===== config.mk =====
export PLATFORM = sky130hd
export DESIGN_NAME = dcp_print_fmt
export DESIGN_NICKNAME = d
export VERILOG_FILES = /design/src/rtl/dcp_print_fmt.sv
export SDC_FILE = /design/constraint.sdc
export NUM_CORES = 1
export LEC_CHECK = 0
export CORE_MARGIN = 2
export CORE_UTILIZATION = 40
export DETAILED_ROUTE_END_ITERATION = 8
export PLACE_DENSITY = 0.65
export SLEW_MARGIN = 20
export SYNTH_ARGS = -nofsm -noshare
export SYNTH_HDL_FRONTEND = slang
export SYNTH_SLANG_ARGS = --single-unit

===== constraint.sdc =====
create_clock -name clk -period 1.6 [get_ports clk]
set_input_delay 0.24 -clock clk [delete_from_list [all_inputs] [get_ports clk]]
set_output_delay 0.24 -clock clk [all_outputs]
set_load 0.02 [all_outputs]

===== src/rtl/dcp_print_fmt.sv =====
// dcp_print_fmt: DCP console transmit formatter (raw char or hex word).
// Optional DCP_PRINT_LZS_EN: suppress leading zeros of hex words.
module dcp_print_fmt #(
  parameter bit UPPER = 1'b1
) (
  input  logic        clk,
  input  logic        rst,
  input  logic        req_tx,
  input  logic        type_tx,
  input  logic [31:0] dout_tx,
  output logic        ack_tx,
  output logic        vld_tx,
  output logic [7:0]  d_tx,
  input  logic        rdy_tx
);

  typedef enum logic [1:0] {
    IDLE = 2'd0,
    SEND = 2'd1,
    DONE = 2'd2
  } state_t;

  // Offset so that nibble 10 lands on 'A' (0x41) or 'a' (0x61).
  localparam logic [7:0] ALPHA = UPPER ? 8'h37 : 8'h57;

  state_t      state;
  state_t      state_nx;
  logic [31:0] sreg;
  logic [31:0] sreg_nx;
  logic [2:0]  cnt;
  logic [2:0]  cnt_nx;
  logic        vld_nx;
  logic [7:0]  d_nx;
  logic        ack_nx;
  logic        xfer;

  logic [31:0] cap_sreg;
  logic [2:0]  cap_cnt;

  function automatic logic [7:0] hex_ascii(
    input logic [3:0] n
  );
    if (n < 4'd10) begin
      return {4'h3, n};
    end
    return ALPHA + {4'h0, n};
  endfunction

  assign xfer = vld_tx & rdy_tx;

`ifdef DCP_PRINT_LZS_EN
  logic [2:0] lz;

  // Count leading zero nibbles; zero word keeps one '0' digit.
  always_comb begin
    lz = 3'd7;
    for (int i = 0; i < 8; i++) begin
      if (dout_tx[4*i +: 4] != 4'h0) begin
        lz = 3'(7 - i);
      end
    end
  end

  assign cap_sreg = dout_tx << {lz, 2'b00};
  assign cap_cnt  = 3'd7 - lz;
`else
  assign cap_sreg = dout_tx;
  assign cap_cnt  = 3'd7;
`endif

  // State register.
  always_ff @(posedge clk) begin
    if (rst) begin
      state <= IDLE;
    end else begin
      state <= state_nx;
    end
  end

  // Next-state decode.
  always_comb begin
    state_nx = state;
    unique case (state)
      IDLE: begin
        if (req_tx) begin
          state_nx = SEND;
        end
      end
      SEND: begin
        if (xfer && cnt == 3'd0) begin
          state_nx = DONE;
        end
      end
      DONE: begin
        state_nx = IDLE;
      end
      default: begin
        state_nx = IDLE;
      end
    endcase
  end

  // Next values of the registered outputs and datapath.
  always_comb begin
    sreg_nx = sreg;
    cnt_nx  = cnt;
    vld_nx  = vld_tx;
    d_nx    = d_tx;
    ack_nx  = 1'b0;
    unique case (state)
      IDLE: begin
        vld_nx = 1'b0;
        if (req_tx) begin
          vld_nx = 1'b1;
          if (type_tx) begin
            sreg_nx = cap_sreg;
            cnt_nx  = cap_cnt;
            d_nx    = hex_ascii(cap_sreg[31:28]);
          end else begin
            sreg_nx = dout_tx;
            cnt_nx  = 3'd0;
            d_nx    = dout_tx[7:0];
          end
        end
      end
      SEND: begin
        if (xfer) begin
          if (cnt != 3'd0) begin
            sreg_nx = sreg << 4;
            cnt_nx  = cnt - 3'd1;
            d_nx    = hex_ascii(sreg[27:24]);
          end else begin
            vld_nx = 1'b0;
            ack_nx = 1'b1;
          end
        end
      end
      DONE: begin
        vld_nx = 1'b0;
      end
      default: begin
        vld_nx = 1'b0;
      end
    endcase
  end

  // Output and datapath registers.
  always_ff @(posedge clk) begin
    if (rst) begin
      sreg   <= 32'h0;
      cnt    <= 3'd0;
      vld_tx <= 1'b0;
      d_tx   <= 8'h00;
      ack_tx <= 1'b0;
    end else begin
      sreg   <= sreg_nx;
      cnt    <= cnt_nx;
      vld_tx <= vld_nx;
      d_tx   <= d_nx;
      ack_tx <= ack_nx;
    end
  end

endmodule


==> impl_metrics.csv <==
group,metric,value,unit
synth,synth_top_flop_cell,"dfxtp_1",
worst_hold_path,hp-start,"d_tx[6]$_SDFFE_PP0P_",
synth,netlist_top_cells_area,"dfxtp_1, nand2_1, a311oi_2",
cells_and_area,antenna-diode-count,0,
clocking,cts-root-buf,"clkbuf_8",
clocking,cts_sinks,43,
timing,worst_pin_slew,0.405,ns
worst_setup_path,cp.arrival,1.76,ns
clocking,cts_max_level,2,
synth,yosysWarnings,0,
synth,ys_types,33,
placed_design,hpwlAfterDp,3860,µm
worst_setup_path,crit_start,"cnt[0]$_SDFFE_PP0P_",
worst_setup_path,reg2reg_to,"sreg[17]$_SDFFE_PP0P_",
worst_setup_path,start_kind,"flip-flop",
grt,grt_antenna_before_repair,0,
worst_setup_path,cp_num_cells,7,
worst_setup_path,reg2reg_from,"cnt[0]$_SDFFE_PP0P_",
pwr,p_total,2.70,mW
timing,fin_ws,0.0446,ns
route,ant_nets,0,
clocking,cts-buffers-inserted,5,
worst_setup_path,cp.required,1.80,ns
clocking,cts.clk_slew.worst_paths,0.08,ns
grt,grt_overflow_total,0,
synth,syn_avg_cell_area,7.95,µm²
timing,report.final.slew_viol_count,0,
outcome,outcome,"finished, final reports clean",
floorplanning,die_w,77.0,µm
clocking,insertion_delay,0.29,ns
cells_and_area,nets,370,
grt,track_usage,18.3,%
run,cap_violations,0,
worst_hold_path,hold_path.class,"reg -> reg",
placed_design,place.port_buffers,46,
synth,syn-cell-area,2130,µm²
worst_setup_path,path_class,"reg -> reg",
clocking,hold_buffers,0,
synth,async_flop_share,0,%
synth,yosys.area.top_type,"dfxtp_1",
worst_setup_path,cpLargestDelayFamily,"compound AO/OA/AOI/OAI gates",
route,route.detailed.drc,0,
floorplanning,ios,47,
synth,synth_nets,309,
route,num_vias,2115,
synth,synthCells,268,
placed_design,gp_congestion,0.809,
synth,synth-seq-cells,43,
clocking,cts_tree,"built",
grt,grt_pass1_vias,1962,
timing,hold_ws,0.457,ns
floorplanning,dieArea,5920,µm²
timing,min_period,1.56,ns
cells_and_area,instances_no_fill,399,
timing,setup-violations-final,0,
floorplanning,dieHeight,77.0,µm
route,via_per_inst,5.30,
placed_design,pre_cts_slack,-0.251,ns
worst_setup_path,crit_fanout,12,
worst_setup_path,path_cells,"inv_1, ha_2, nand2b_4, a41o_4, buf_4, clkbuf_16, a311oi_1",
placed_design,placed_cells,387,
worst_setup_path,path_buf_inv,3,
floorplanning,initial_core_util,41.7,%
worst_setup_path,r2r_cells,7,
route,wl,5480,µm
synth,synth.yosys.seq_area_share,40.4,%
route,drt_first_pass_iters,4,
route,drt_iter0_markers,84,
grt,grt_max_degree,26,
pwr,leakagePower,1.12,nW
pwr,ir_drop,0.514,mV
worst_setup_path,r2r_setup_slack,0.04,ns
timing,fin_skew,0.00576,ns
worst_setup_path,endpoint_kind,"flip-flop",
cells_and_area,syn_to_final_growth,40.0,%
timing,fmax,643,MHz
timing,setup_tns,0,ns
worst_setup_path,critPathMaxStageDelay,0.33,ns
pwr,p_per_area,905,nW/µm²
timing,relSlewSlack,72.7,%
timing,hold_viol_final,0,
synth,synth_edf_count,0,
floorplanning,rows,26,
grt,grt_first_pass_wirelength,8780,µm
worst_setup_path,endpoint,"sreg[17]$_SDFFE_PP0P_",
cells_and_area,mostFrequentLayoutCell,"nand2_1",
synth,yosysTopAreaCellShare,40.4,%
route,avgRoutedWirePerCell,13.7,µm
floorplanning,coreArea,5110,µm²
clocking,clock_path_buffers,2,
cells_and_area,drive_above_1_share,17.3,%
cells_and_area,layout_common_cells,"nand2_1, clkdlybuf4s50_1, dfxtp_1",
timing,fin_crit_sh,97.2,%
worst_setup_path,cp_slowest_cell,"dfxtp_2",
==> worst min path at each step <==
stage                      endpoint  cells after the start
2_1_floorplan  d_tx[7]$_SDFFE_PP0P_                      2
3_3_place_gp   sreg[0]$_SDFFE_PP0P_                      2
3_5_place_dp   d_tx[6]$_SDFFE_PP0P_                      2
4_1_cts        d_tx[6]$_SDFFE_PP0P_                      2
5_1_grt        sreg[0]$_SDFFE_PP0P_                      2
6_report       d_tx[6]$_SDFFE_PP0P_                      2
==> flip-flops by register name, indices dropped and copies added, names as in the netlist <==
register and cells:
d_tx 8, ack_tx 1, cnt 3, vld_tx 1, sreg 28, state 2
==> cell type report <==
class / count / area (µm²)
Fill cell: 479 / 2130
Tap cell: 70 / 87.6
Sequential cell: 43 / 863
Multi-Input combinational cell: 194 / 1170
Clock inverter: 1 / 30.0
Timing Repair Buffer: 75 / 723
Clock buffer: 6 / 72.6
Inverter: 10 / 37.5
==> timing repair <==
item | 4_1_cts | 5_1_grt
gates cloned | 0 | 1
endpoints found under the setup margin | 31 | 33
setup buffers | 0 | 4
resized for setup | 4 | 9
pin swaps | 0 | 5
==> synth_stat cells (3+ instances only) <==
cell	n
buf_2	5
ha_1	4
inv_1	10
nor2_1	37
a311oi_2	10
dfxtp_1	43
clkbuf_1	11
nand2_1	64
a21oi_1	21
nand3_1	8
buf_6	3
o21ai_0	7
a311oi_1	17
==> report_power, final <==
group	internal [mW]	switching, mW	total (mW)
Combinational	0.333	0.329	0.663
Sequential	1.16	0.0550	1.21
Clock	0.458	0.366	0.824
==> logic make-up (layout without fill, tap and decap cells) <==
kind of cell	count (synthesis)	count (layout)	share of synthesized area (%)
simple gates	119	119	22.9
compound gates	69	69	26.5
flops	43	43	40.4
buf+inv	31	92	6.99
fa+ha+maj	4	4	2.35
xor+xnor	2	2	0.823
==> through the flow <==
| stage | instance area [µm²] | util (%) |
|---|---|---|
| 6_report | 2980 | 58.4 |
| 5_1_grt | 2980 | 58.4 |
| 4_1_cts | 2900 | 56.7 |
| 3_5_place_dp | 2770 | 54.3 |
| 3_3_place_gp | 2770 | 54.3 |
| 2_1_floorplan | 2130 | - |
==> tightest hold or removal path, stage by stage (launching register included) <==
cell     delay (ns)
dfxtp_1        0.31
nand2_1        0.05
a21oi_1        0.05
==> per-layer routing <==
metal / track usage [%] / wire, µm
met1: 23.7 / 2610
met2: 30.0 / 2560
met3: 4.35 / 249
met4: 5.45 / 57
met5: 0 / 0
No activity file was read; power rests on OpenSTA's default activity.
